## src/rtl/pipe_pkg.sv

```systemverilog
// Shared definitions for the pipeline hazard controller: register-address width,
// forward-select encodings and the memory-access FSM state type.
package pipe_pkg;

    localparam int REG_W = 3;

    typedef logic [REG_W-1:0] regAddrT;
    typedef logic [1:0]       fwdSelT;

    localparam fwdSelT FWD_REG = 2'b00;
    localparam fwdSelT FWD_MEM = 2'b10;
    localparam fwdSelT FWD_WB  = 2'b01;

    typedef enum logic {
        IDLE     = 1'b0,
        MEM_WAIT = 1'b1
    } memStateT;

endpackage

```

## src/rtl/fwd_unit.sv

```systemverilog
// ALU operand forwarding: picks the youngest in-flight producer of each EX source
// register, EX/MEM before MEM/WB, and never forwards R0.
module fwd_unit
    import pipe_pkg::*;
(
    input  logic [REG_W-1:0] rsEX,
    input  logic [REG_W-1:0] rtEX,
    input  logic [REG_W-1:0] rdMEM,
    input  logic             regWriteMEM,
    input  logic [REG_W-1:0] rdWB,
    input  logic             regWriteWB,
    output logic [1:0]       forwardA,
    output logic [1:0]       forwardB
);

    function automatic fwdSelT selectSrc(
        input regAddrT src,
        input regAddrT rdM,
        input logic    wrM,
        input regAddrT rdW,
        input logic    wrW
    );
        fwdSelT sel;
        sel = FWD_REG;
        if (wrM && (rdM != '0) && (rdM == src)) begin
            sel = FWD_MEM;
        end else if (wrW && (rdW != '0) && (rdW == src)) begin
            sel = FWD_WB;
        end
        return sel;
    endfunction

    assign forwardA = selectSrc(rsEX, rdMEM, regWriteMEM, rdWB, regWriteWB);
    assign forwardB = selectSrc(rtEX, rdMEM, regWriteMEM, rdWB, regWriteWB);

endmodule

```

## src/rtl/pipe_hazard_ctrl.sv

```systemverilog
// Pipeline hazard controller: forwarding, load-use stall, branch flush and a
// data-memory wait FSM that freezes the whole pipeline until the access ends.
//
//   state    | meaning
//   ---------+-------------------------------------------------------------
//   IDLE     | no access outstanding; a new request may complete zero-wait
//   MEM_WAIT | access outstanding, waiting for memAck or the timeout
module pipe_hazard_ctrl
    import pipe_pkg::*;
#(
    parameter int unsigned MEM_TIMEOUT = 16
) (
    input  logic             clk,
    input  logic             rst,
    input  logic [REG_W-1:0] rsID,
    input  logic [REG_W-1:0] rtID,
    input  logic [REG_W-1:0] rsEX,
    input  logic [REG_W-1:0] rtEX,
    input  logic [REG_W-1:0] rdEX,
    input  logic             memReadEX,
    input  logic             regWriteEX,
    input  logic [REG_W-1:0] rdMEM,
    input  logic             regWriteMEM,
    input  logic             memReadMEM,
    input  logic             memWriteMEM,
    input  logic [REG_W-1:0] rdWB,
    input  logic             regWriteWB,
    input  logic             branchTaken,
    input  logic             memAck,
    output logic             memReq,
    output logic [1:0]       forwardA,
    output logic [1:0]       forwardB,
    output logic             pcWrite,
    output logic             ifIdWrite,
    output logic             idExFlush,
    output logic             ifIdFlush,
    output logic             pipeFreeze,
    output logic             memErr,
    output logic [7:0]       stallCnt
);

    localparam logic [7:0] TIMEOUT_TC = 8'(MEM_TIMEOUT - 1);

    memStateT   state;
    logic [7:0] waitCnt;
    logic [7:0] nextCnt;
    logic       accessMEM;
    logic       loadUse;
    logic       stallCycle;

    // A load always writes its rd, so regWriteEX adds nothing to hazard detection.
    logic unusedRegWriteEX;
    assign unusedRegWriteEX = regWriteEX;

    fwd_unit uFwd (
        .rsEX        (rsEX),
        .rtEX        (rtEX),
        .rdMEM       (rdMEM),
        .regWriteMEM (regWriteMEM),
        .rdWB        (rdWB),
        .regWriteWB  (regWriteWB),
        .forwardA    (forwardA),
        .forwardB    (forwardB)
    );

    assign accessMEM  = memReadMEM | memWriteMEM;
    assign nextCnt    = waitCnt + 8'd1;
    assign memReq     = rst & (((state == IDLE) & accessMEM) | (state == MEM_WAIT));
    assign memErr     = (state == MEM_WAIT) & ~memAck & (nextCnt == TIMEOUT_TC);
    assign pipeFreeze = memReq & ~memAck & ~memErr;

    assign loadUse = memReadEX & (rdEX != '0) & ((rdEX == rsID) | (rdEX == rtID));

    // Freeze dominates; a pending branch or load-use is resolved once it lifts.
    always_comb begin
        pcWrite   = 1'b1;
        ifIdWrite = 1'b1;
        idExFlush = 1'b0;
        ifIdFlush = 1'b0;
        if (pipeFreeze) begin
            pcWrite   = 1'b0;
            ifIdWrite = 1'b0;
        end else if (branchTaken) begin
            idExFlush = 1'b1;
            ifIdFlush = 1'b1;
        end else if (loadUse) begin
            pcWrite   = 1'b0;
            ifIdWrite = 1'b0;
            idExFlush = 1'b1;
        end
    end

    assign stallCycle = pipeFreeze | (loadUse & ~branchTaken);

    always_ff @(posedge clk or negedge rst) begin
        if (!rst) begin
            state   <= IDLE;
            waitCnt <= '0;
        end else begin
            case (state)
                IDLE: begin
                    if (accessMEM && !memAck) begin
                        state   <= MEM_WAIT;
                        waitCnt <= '0;
                    end
                end
                MEM_WAIT: begin
                    if (memAck || memErr) begin
                        state <= IDLE;
                    end else begin
                        waitCnt <= nextCnt;
                    end
                end
                default: state <= IDLE;
            endcase
        end
    end

    always_ff @(posedge clk or negedge rst) begin
        if (!rst) begin
            stallCnt <= '0;
        end else if (stallCycle && (stallCnt != 8'hFF)) begin
            stallCnt <= stallCnt + 8'd1;
        end
    end

endmodule

```

## config.mk

```make
export PLATFORM = sky130hd
export DESIGN_NAME = pipe_hazard_ctrl
export DESIGN_NICKNAME = d
export VERILOG_FILES = /design/src/rtl/pipe_pkg.sv /design/src/rtl/fwd_unit.sv /design/src/rtl/pipe_hazard_ctrl.sv
export SDC_FILE = /design/constraint.sdc
export NUM_CORES = 1
export LEC_CHECK = 0
export BUFFER_PORTS_ARGS = -buffer_cell sky130_fd_sc_hd__buf_2
export CORE_ASPECT_RATIO = 0.9
export CORE_UTILIZATION = 30
export CTS_BUF_LIST = sky130_fd_sc_hd__clkbuf_4 sky130_fd_sc_hd__clkbuf_8 sky130_fd_sc_hd__clkbuf_16
export CTS_CLUSTER_SIZE = 20
export DETAILED_ROUTE_END_ITERATION = 16
export GPL_ROUTABILITY_DRIVEN = 0
export HOLD_SLACK_MARGIN = 0.03
export RECOVER_POWER = 50
export SLEW_MARGIN = 15
export SYNTH_ARGS = -nofsm -noshare
export SYNTH_HDL_FRONTEND = slang
export SYNTH_SLANG_ARGS = --single-unit
export TNS_END_PERCENT = 1
```

## constraint.sdc

```tcl
create_clock -name clk -period 4.38 [get_ports clk]
set_clock_uncertainty 0.1 [all_clocks]
set_input_delay 0.438 -clock clk [delete_from_list [all_inputs] [get_ports clk]]
set_output_delay 0.438 -clock clk [all_outputs]
set_load 0.005 [all_outputs]
```

==> results.json <==
{
  "status": "complete, no violations",
  "ioPinCount": 50,
  "hpwl_mm": 2.15,
  "setup_ws_ns": 1.36,
  "leakage_nw": 0.810,
  "num_rows": 22,
  "ant_nets": 0,
  "final-hold-violation-count": 0,
  "syn_nets": 181,
  "cts.sinks": 17,
  "syn_area_per_cell_um2": 8.93,
  "fin_tns_setup_ns": 0,
  "rsz0062_at_grt": "no",
  "diodes": 0,
  "setup_violations": 0,
  "dp_slack_ns": 1.61,
  "timing.final.crit_share": 0.690,
  "drtIter0Drc": 55,
  "dieArea_mm2": 0.00464,
  "worst_slew_pin_slew_ns": 1.05,
  "viasPerCell": 4.95,
  "synth.distinct_cells": 37,
  "ys_seq_area_frac": 0.324,
  "grt-ovfl-total": 0,
  "yosysTopAreaCell": "dfrtp_1",
  "placed_cell_area_mm2": 0.00158,
  "yosys_warnings": 0,
  "layout-drive-gt1-share": 0.259,
  "drc": 0,
  "worst_hold_path_type": "in -> async",
  "grt_pass1_wl_mm": 4.42,
  "synth_edf_count": 0,
  "setup.worst_path.start_class": "flip-flop",
  "grt_max_degree": 21,
  "dieWidth_um": 71.7,
  "vias": 1193,
  "holdWs_ns": 0.249,
  "dr.pass1.iters": 4,
  "cts_made_buffers": 3,
  "cp-end-kind": "primary output",
  "path_class": "reg -> out",
  "antenna_found_initial": 0,
  "slew_headroom": 0.298,
  "clkTransAtPathRegs_ns": 0.07,
  "synth_top_area_share": 0.324,
  "peakVddDrop_uv": 108,
  "syn_inst": 147,
  "portBuffers": 48,
  "syn-cell-area_mm2": 0.00131,
  "worstPathMaxFanout": 13,
  "wl_per_cell_um": 11.4,
  "synth-async-reset-ratio": 1.00,
  "fin_crit_ns": 3.02,
  "drv_slew": 0,
  "final_area_mm2": 0.00162,
  "track_usage": 0.119,
  "synthTopCellsByArea": "dfrtp_1 (32%), xnor2_1 (11%), a22o_1 (4.0%)",
  "yosysMostFrequentCell": "dfrtp_1",
  "grt_pass1_vias": 997,
  "hold_buffers": 0,
  "ys_ff_latch": 17,
  "post_cts_resized": 0,
  "die_h_um": 64.8,
  "clk_path_buf_depth": 2,
  "nets": 228,
  "yosys-top-cells-count": "dfrtp_1 (17), xnor2_1 (16), nand3_1 (10), nand2_1 (9), nor3_1 (9)",
  "clk_latency_ns": 0.25,
  "htreeDepth": 1,
  "initial_core_util": 0.318,
  "powerDensity_mw_per_mm2": 330,
  "cp.arrival_ns": 2.49,
  "max_freq_ghz": 0.331,
  "core-area_mm2": 0.00413,
  "synth_ff_type": "dfrtp_1",
  "drv_cap": 0,
  "wirelength_mm": 2.74,
  "post-cts-setup-buffers": 0,
  "required_ns": 3.84,
  "syn_to_final_growth_pct": 23.4,
  "clockRootBuffer": "clkbuf_8",
  "power.total_w": 0.000534,
  "cts_tree": "yes"
}
-- sequential cells by signal, summed over array words and instances, names as in the netlist --
signal and flops:
stallCnt 8, waitCnt 8, state 1
-- path summary, 6_finish.rpt --
path,from,endpoint,slack (ns),depth (start not counted)
worst max register to register,waitCnt[0]$_DFFE_PN0P_,stallCnt[1]$_DFFE_PN0P_,1.72,7
worst max-delay path,waitCnt[0]$_DFFE_PN0P_,pcWrite,1.36,6
min in group clk,stallCnt[7]$_DFFE_PN0P_,stallCnt[7]$_DFFE_PN0P_,0.41,1
worst min register to register,stallCnt[7]$_DFFE_PN0P_,stallCnt[7]$_DFFE_PN0P_,0.41,1
worst min-delay path,rst,waitCnt[4]$_DFFE_PN0P_,0.25,1
max in group asynchronous,rst,stallCnt[4]$_DFFE_PN0P_,3.30,1
-- power by group --
| group | switching, W | internal [W] |
|---|---|---|
| Combinational | 0.0000768 | 0.0000859 |
| Sequential | 0.0000562 | 0.000196 |
| Clock | 0.0000561 | 0.0000630 |
-- layout by cell type (no fill, tap or decap), drive strengths merged, types with 7 or more instances in the layout --
| cell | synthesis | final |
|---|---|---|
| dfrtp | 17 | 17 |
| clkbuf | 2 | 9 |
| xnor2 | 16 | 16 |
| o21ai | 7 | 7 |
| nand3 | 10 | 10 |
| buf | 4 | 42 |
| nor3 | 10 | 10 |
| nand2 | 9 | 9 |
| nor2 | 7 | 7 |
-- critical path, cell delays in order (launching register included) --
cell and delay (ns):
dfrtp_1 0.47, ha_1 0.31, nor4bb_1 0.30, o2111a_1 0.21, or3_1 0.40, a2bb2oi_4 0.36
buf_2 0.18
-- stage by stage --
| step | util | cells |
|---|---|---|
| finish | 0.392 | 241 |
| global route | 0.392 | 241 |
| CTS | 0.394 | 241 |
| detailed placement | 0.383 | 237 |
| global placement | 0.383 | 237 |
| floorplan | - | 147 |
-- per-layer routing --
metal / track usage / share of wire
met1: 0.170 / 0.51
met4: 0.0515 / 0.0062
met3: 0.0109 / 0.040
met2: 0.182 / 0.44
met5: 0 / 0
-- cell type report --
cell class                      instances  area [um^2]
Sequential cell                        17          425
Clock buffer                            3         41.3
Timing Repair Buffer                   48          233
Fill cell                             424         2510
Tap cell                               48         60.1
Inverter                                5         18.8
Multi-Input combinational cell        119          836
Clock inverter                          1         5.00
-- kinds of logic (layout without fill, tap and decap cells) --
| logic type | after synthesis | count (layout) | synth area share |
|---|---|---|---|
| compound gates | 31 | 31 | 0.180 |
| xor+xnor | 22 | 22 | 0.147 |
| fa+ha+maj | 3 | 3 | 0.0286 |
| buf+inv | 11 | 57 | 0.0391 |
| flops | 17 | 17 | 0.324 |
| mux | 1 | 1 | 0.00858 |
| simple gates | 62 | 62 | 0.273 |
Note: power is estimated with default switching activity, not from simulation.
